**src/rtl/pipe_hazard_ctrl.sv**
```systemverilog
// pipe_hazard_ctrl: freeze / bubble / flush sequencing for the five-stage core
//   (data-memory wait FSM, decode RAW interlock, EX redirect squash, stall counter).
// Latency: control outputs are combinational from inputs + FSM state; dmem_busy and
//   stall_cnt are registered (visible one cycle after the qualifying edge).
// Backpressure: mem_stall freezes every pipeline register and the PC until dmem_done;
//   a RAW hazard holds PC and IF/ID while ID/EX takes a bubble.
// Build option: define HAZ_FORWARDING_EN when the EX/MEM->EX forwarding network exists
//   (only load-use against EX interlocks); undefined, any RAW against EX or MEM interlocks.
module pipe_hazard_ctrl #(
  parameter int CNT_W = 16
) (
  input  logic             clk,
  input  logic             rst,
  input  logic             id_valid,
  input  logic [2:0]       id_rs1,
  input  logic [2:0]       id_rs2,
  input  logic             id_rs1_used,
  input  logic             id_rs2_used,
  input  logic             ex_valid,
  input  logic             ex_RegWrt,
  input  logic [2:0]       ex_write_reg,
  input  logic             ex_is_load,
  input  logic             mem_valid,
  input  logic             mem_RegWrt,
  input  logic [2:0]       mem_write_reg,
  input  logic             ex_redirect,
  input  logic             dmem_req,
  input  logic             dmem_done,
  output logic             mem_stall,
  output logic             hold_pc,
  output logic             hold_ifid,
  output logic             send_nop,
  output logic             flush_ifid,
  output logic             dmem_busy,
  output logic [CNT_W-1:0] stall_cnt
);

  typedef enum logic {
    RUN   = 1'b0,
    DWAIT = 1'b1
  } state_t;

  state_t           state_q, state_d;
  logic [CNT_W-1:0] stall_cnt_q, stall_cnt_d;

  logic mem_wait;   // memory freeze condition before reset gating
  logic ex_match;   // decode reads the EX destination
  logic haz;        // RAW interlock request
  logic stall_evt;  // this cycle counts as a stalled cycle

  // Source-register comparison against the EX-stage destination.
  assign ex_match = (id_rs1_used && (id_rs1 == ex_write_reg)) ||
                    (id_rs2_used && (id_rs2 == ex_write_reg));

`ifdef HAZ_FORWARDING_EN
  // Forwarding covers every ALU producer; only a load still in EX has no data yet.
  assign haz = id_valid && ex_valid && ex_RegWrt && ex_is_load && ex_match;

  // MEM-stage producers are served by the forwarding network.
  logic unused_mem_ports;
  assign unused_mem_ports = ^{mem_valid, mem_RegWrt, mem_write_reg};
`else
  logic mem_match;

  assign mem_match = (id_rs1_used && (id_rs1 == mem_write_reg)) ||
                     (id_rs2_used && (id_rs2 == mem_write_reg));

  // Without forwarding every in-flight producer in EX or MEM blocks decode;
  // WB is safe because the register file bypasses same-cycle writes.
  assign haz = id_valid &&
               ((ex_valid  && ex_RegWrt  && ex_match) ||
                (mem_valid && mem_RegWrt && mem_match));

  // Load-ness is irrelevant when every producer interlocks.
  logic unused_load_flag;
  assign unused_load_flag = ex_is_load;
`endif

  // A single-cycle access (done together with req) never freezes; in DWAIT a
  // new req is meaningless because the MEM stage is already frozen.
  assign mem_wait = ((state_q == RUN)   && dmem_req && !dmem_done) ||
                    ((state_q == DWAIT) && !dmem_done);

  // Memory-wait FSM state register; reset abandons any outstanding access.
  always_ff @(posedge clk) begin
    if (rst) begin
      state_q <= RUN;
    end else begin
      state_q <= state_d;
    end
  end

  // Memory-wait FSM next-state logic.
  always_comb begin
    state_d = state_q;
    case (state_q)
      RUN: begin
        if (dmem_req && !dmem_done) begin
          state_d = DWAIT;
        end
      end
      DWAIT: begin
        if (dmem_done) begin
          state_d = RUN;
        end
      end
      default: state_d = RUN;
    endcase
  end

  // Pipeline controls, highest priority first: memory freeze (EX is frozen, so a
  // pending redirect waits), redirect squash (decode is discarded, so its hazard
  // is moot), RAW interlock. Everything is quiet while reset is held.
  always_comb begin
    mem_stall  = 1'b0;
    hold_pc    = 1'b0;
    hold_ifid  = 1'b0;
    send_nop   = 1'b0;
    flush_ifid = 1'b0;
    if (!rst) begin
      if (mem_wait) begin
        mem_stall = 1'b1;
        hold_pc   = 1'b1;
        hold_ifid = 1'b1;
      end else if (ex_redirect) begin
        flush_ifid = 1'b1;
        send_nop   = 1'b1;
      end else if (haz) begin
        hold_pc   = 1'b1;
        hold_ifid = 1'b1;
        send_nop  = 1'b1;
      end
    end
  end

  // A squashed decode does not count: its hazard never costs a cycle.
  assign stall_evt = mem_wait || (haz && !ex_redirect);

  // Saturating stall-cycle counter next value; pinned at all-ones.
  always_comb begin
    stall_cnt_d = stall_cnt_q;
    if (stall_evt && (stall_cnt_q != {CNT_W{1'b1}})) begin
      stall_cnt_d = stall_cnt_q + CNT_W'(1);
    end
  end

  // Stall-cycle counter register.
  always_ff @(posedge clk) begin
    if (rst) begin
      stall_cnt_q <= '0;
    end else begin
      stall_cnt_q <= stall_cnt_d;
    end
  end

  assign dmem_busy = (state_q == DWAIT);
  assign stall_cnt = stall_cnt_q;

endmodule
```
**config.mk**
```make
export PLATFORM = sky130hd
export DESIGN_NAME = pipe_hazard_ctrl
export DESIGN_NICKNAME = d
export VERILOG_FILES = /design/src/rtl/pipe_hazard_ctrl.sv
export SDC_FILE = /design/constraint.sdc
export NUM_CORES = 1
export LEC_CHECK = 0
export CAP_MARGIN = 25
export CORE_MARGIN = 2
export CORE_UTILIZATION = 43
export CTS_BUF_LIST = sky130_fd_sc_hd__clkbuf_8 sky130_fd_sc_hd__clkbuf_16
export DETAILED_ROUTE_END_ITERATION = 7
export PLACE_DENSITY = 0.89
export SLEW_MARGIN = 10
export SYNTH_ARGS = -nofsm -noshare
export SYNTH_HDL_FRONTEND = slang
export SYNTH_SLANG_ARGS = --single-unit
```
**constraint.sdc**
```tcl
create_clock -name clk -period 2.1 [get_ports clk]
set_input_delay 0.315 -clock clk [delete_from_list [all_inputs] [get_ports clk]]
set_output_delay 0.315 -clock clk [all_outputs]
set_load 0.03 [all_outputs]
```
# After elaboration in Yosys (flattened, before gate mapping)
# Cells that the tools add are included.
[totals] inputBits=25 register_bits=17 wordCells=46
[classes] n_bitwise=1 n_mux=15 reduce_logical=22 addsub=1 n_eq_ne=5
[ops] operator="adder 16 x 1 -> 16 bit, second input constant" count=1
[ops] operator="inequality test 16 bit, second input constant" count=1
[ops] operator="logical AND 1 bit" count=15
[ops] operator="two-way mux 1 bit" count=14
[ops] operator="equality test 3 bit" count=4
[ops] operator="logical OR 1 bit" count=5
[ops] operator="zero test 1 bit" count=2
[ops] operator="case mux 1 bit (2 select lines)" count=1
[ops] operator="NOT 1 bit" count=1

# Depth between registers and ports, before layout
[logic_depth] ltp_word=10 depth_mapped=7 ltp_nobuf=6

# Worst setup path after synthesis
# OpenSTA, ideal clock, no wires.
[synth_timing] kind="input to output" start="in ex_write_reg[1]" end="out hold_pc" required_ns=1.785 t_arrival_ns=2.014 path_buffers=2 stages=7 setup_slack_ns=-0.229 cell_sequence="xnor2_1 > nand4_1 > a2111oi_4 > nor3_2 > buf_6 > nor2_1 > buf_4"
[synth_via] elab_chain_len=10
[synth_lines] item="start, declared" line_no="21" text="input logic [2:0] ex_write_reg,"
[synth_lines] item="equality test 3 bit (on tied branches)" line_no="52, 53"
[synth_lines] item="logical AND 1 bit (on tied branches)" line_no="52, 53"
[synth_lines] item="logical OR 1 bit *" line_no="52" text="assign ex_match = (id_rs1_used && (id_rs1 == ex_write_reg)) ||"
[synth_lines] item="logical AND 1 bit *" line_no="71" text="((ex_valid && ex_RegWrt && ex_match) ||"
[synth_lines] item="logical OR 1 bit *" line_no="71"
[synth_lines] item="logical AND 1 bit *" line_no="70" text="assign haz = id_valid &&"
[synth_lines] item="two-way mux 1 bit * (4 in a row)"
[synth_lines] item="end, declared" line_no="30" text="output logic hold_pc,"
# Every way passes the cells marked *; elsewhere a longest branch is shown, timed or not.

# Worst setup path in the final report
[layout_timing] start="in mem_write_reg[0]" end="out hold_pc"
[layout_via] elab_chain_len=10
[layout_lines] item="start, declared" line_no="25" text="input logic [2:0] mem_write_reg,"
[layout_lines] item="equality test 3 bit (on tied branches)" line_no="65, 66"
[layout_lines] item="logical AND 1 bit (on tied branches)" line_no="65, 66"
[layout_lines] item="logical OR 1 bit *" line_no="65" text="assign mem_match = (id_rs1_used && (id_rs1 == mem_write_reg)) ||"
[layout_lines] item="logical AND 1 bit *" line_no="72" text="(mem_valid && mem_RegWrt && mem_match));"
[layout_lines] item="logical OR 1 bit *" line_no="71"
[layout_lines] item="logical AND 1 bit *" line_no="70"
[layout_lines] item="two-way mux 1 bit *" line_no="128" text="end else if (haz) begin"
[layout_lines] item="two-way mux 1 bit *" line_no="125" text="end else if (ex_redirect) begin"
[layout_lines] item="two-way mux 1 bit *" line_no="121" text="if (mem_wait) begin"
[layout_lines] item="two-way mux 1 bit *" line_no="120" text="if (!rst) begin"
# Marks and branches as above.

==> results.cfg <==
[clock_tree]
clk_path_buf_depth = 2
cts_root_buffer = clkbuf_8
clock_latency_ns = 0.25
cts.clk_slew.worst_paths_ns = 0.06
ctsHoldBuffers = 0
cts-htree-levels = 1
cts_tree = done
cts_made_buffers = 3
cts_sinks = 17

[floorplan]
dieHeight_um = 56.0
fp.coreArea_um2 = 2520
num_rows = 18
die_x_um = 56.0
dieArea_um2 = 3130
initial_core_util_pct = 46.1
io_pins = 47

[sta]
finalMaxSlewViolations = 0
maxSlewHeadroom_pct = 67.5
rsz0062_at_grt = yes
fin_crit_sh_pct = 98.9
final.min_clock_period_ns = 2.08
finalClockSkew_ns = 0.00329
setup_ws_ns = 0.0239
timing.fmax_mhz = 482
tightest_slew_ns = 0.486
hold_viol_final = 0
finalSetupViolations = 0

[pwr]
finalPower_uw = 773
max-vdd-ir-drop_uv = 368
switching_share_pct = 27.0
intPower_uw = 564
seqPwrFrac_pct = 42.7
pwr-share-clk_pct = 30.4
comb_power_share_pct = 26.9
p_leak_uw = 0.000719
p_sw_uw = 209
power_density_nw_per_um2 = 396

[worst_setup_path]
critPathCapture = hold_pc
cp.arrival_ns = 1.76
regToRegSetupSlack_ns = 0.12
reg2reg_to = stall_cnt[13]
cp.required_ns = 1.78
path_cells = buf_6, xnor2_2, nand4_1, a2111oi_4, nor3_4, buf_6, nor2_4, buf_6
r2r_cells = 6
cpMostUsedCell = buf_6
criticalPathCategory = input pin to output port
crit_cells = 8
r2r-start = stall_cnt[2]
cp-startpoint = mem_write_reg[0]
crit_path_end_kind = output port
crit_fanout = 3
crit_path_max_incr_delay_ns = 0.49
worst_setup_path_start_kind = input pin
path_delay_family = compound AO/OA/AOI/OAI gates
cpMaxStageDelayCell = a2111oi_4
worst-path-buf-inv = 3

[cells_and_area]
drive_above_1_share_pct = 37.1
multi_input_area_um2 = 921
diodes = 0
finalNetCount = 221
layout.cells.non_filler = 224
final-seq-area_um2 = 345
syn_to_final_growth_pct = 68.0
fill_cells = 163

[logic_synthesis]
synth_edf_count = 0
post-synth-top-area-fraction_pct = 29.3
synth_area_leader_cell = dfxtp_1
ys_seq_elements = 17
async_reset_ff_share_pct = 0
synth-seq-area-share_pct = 29.3
mappedNetlistNets = 158
synthesis.instances = 132
netlist_top_cells_area = dfxtp_1 29%, xnor2_1 9.0%, mux2_1 4.8%
ys.flop_type = dfxtp_1
yosys_warnings = 0
synth.avg_cell_area_um2 = 8.81
synth_area_um2 = 1160
yosysUniqueCellTypes = 37

[routing]
wl_per_cell_um = 16.7
via_count = 1277
detail-route-antenna-nets = 0
drc = 0
first_pass_iters = 4
first_iter_violations = 30
vias_per_cell = 5.70
finalWirelength_mm = 3.74

[min_path]
min-delay-path-class = register to register

[placed_design]
port_buffers = 45
routabilityCongestion = 0.865
place_ws_ns = -0.594
dp_hpwl_mm = 2.57
dp.cells = 214

[run_status]
status = finished clean

[global_route]
busiest_layer = met2
grt_start_max_net_pins = 15
antenna_found_initial = 0
grt_remaining_overflow = 0
grt_pass1_vias = 1309
grt_pass1_wl_mm = 5.80
grtUsageMet3_pct = 4.65
use_met1_pct = 25.4
globalRouteMet2Util_pct = 41.8
grt_usage_pct = 22.9

[job]
maxCapViolations = 0
[worst min path at each step]
stage	startpoint	to	slack [ns]	cells past startpoint
floorplan	dmem_done	dmem_busy	0.39	1
global placement	stall_cnt[9]	stall_cnt[9]	0.49	2
detailed placement	stall_cnt[13]	stall_cnt[13]	0.50	2
CTS	stall_cnt[13]	stall_cnt[13]	0.51	2
global route	stall_cnt[11]	stall_cnt[11]	0.54	2
finish	stall_cnt[9]	stall_cnt[9]	0.51	2
[cells by family after synthesis]
| logic type | count (synthesis) | share of synthesized area (%) |
|---|---|---|
| AND/OR/NAND/NOR | 58 | 30.6 |
| AO/OA/AOI/OAI | 27 | 18.3 |
| flip-flops | 17 | 29.3 |
| XOR/XNOR | 13 | 9.80 |
| buffers and inverters | 10 | 4.84 |
| multiplexers | 6 | 6.13 |
| adder cells (fa/ha/maj) | 1 | 1.08 |
[power by group through the flow]
stage / sequential [uW] / combinational [uW] / clock (uW)
4_1_cts: 330 / 188 / 240
3_5_place_dp: 337 / 168 / 0
2_1_floorplan: 343 / 74.2 / 0
5_1_grt: 330 / 218 / 254
3_3_place_gp: 337 / 163 / 0
6_report: 330 / 208 / 235
[worst min-delay path, cell delays in order, from the launching register on]
cell	delay (ns)
dfxtp_2	0.34
o21ai_0	0.07
a21oi_1	0.06
[registers in the layout (all words and copies together), names as in the netlist]
name and cells:
dmem_busy 1, stall_cnt 16
[synth_stat cells (2+ instances only)]
cell,number
xnor2_1,12
mux2_1,5
a211oi_1,3
nand3_1,4
nand4_1,4
inv_1,4
dfxtp_1,17
a21oi_1,10
buf_6,2
or4_1,3
nor2_1,11
nand2_1,8
nor2b_1,6
o21ai_0,6
nor4b_1,2
nor3_1,3
clkbuf_1,3
o31ai_1,4
a2111oi_4,2
or3_1,4
nor4_1,3
[cell type report]
class / count / area share, %
Clock inverter: 1 / 0.192
Multi-Input combinational cell: 105 / 47.1
Clock buffer: 3 / 2.11
Sequential cell: 17 / 17.7
Tap cell: 30 / 1.92
Inverter: 4 / 0.769
Timing Repair Buffer: 64 / 30.2
[cells in the final DEF, fill, tap and decap left out, drive strengths merged, types with 2 or more instances in the layout]
| master | netlist | routed |
|---|---|---|
| nor2b | 6 | 6 |
| o21ai | 7 | 7 |
| mux2 | 6 | 6 |
| clkdlybuf4s50 | 0 | 21 |
| inv | 4 | 5 |
| a21oi | 10 | 10 |
| o31ai | 4 | 4 |
| dfxtp | 17 | 17 |
| nand2 | 8 | 8 |
| dlygate4sd2 | 0 | 6 |
| clkbuf | 3 | 3 |
| a211oi | 3 | 3 |
| buf | 3 | 36 |
| nor2 | 12 | 12 |
| nor4 | 4 | 4 |
| nand4 | 5 | 5 |
| nor4b | 2 | 2 |
| a2111oi | 2 | 2 |
| xnor2 | 12 | 12 |
| or3 | 5 | 5 |
| nor3 | 4 | 4 |
| or4 | 3 | 3 |
| nand3 | 4 | 4 |
[per-stage QoR]
| stage | TNS [ns] | util (%) | hold WS, ns | cell area (um^2) |
|---|---|---|---|---|
| floorplan | 0 | - | 0.394 | 1170 |
| global placement | -6.72 | 67.7 | 0.489 | 1710 |
| detailed placement | -8.55 | 67.7 | 0.499 | 1710 |
| CTS | 0 | 73.2 | 0.510 | 1850 |
| global route | -0.0556 | 77.4 | 0.538 | 1950 |
| finish | 0 | 77.4 | 0.509 | 1950 |
[timing repair]
item | CTS | global route
endpoints found under the hold margin | 0 | 0
endpoints found under the setup margin | 19 | 15
buffers inserted | 6 | 0
pin swaps | 19 | 11
gates resized for setup | 76 | 20
[routing by layer]
| layer | wire [um] | vias to the layer above |
|---|---|---|
| met3 | 194 | 15 |
| met1 | 1430 | 598 |
| met4 | 128 | 0 |
| met2 | 1990 | 52 |
| li1 | - | 612 |
| met5 | 0 | - |
Note: power is estimated with default switching activity, not from simulation.
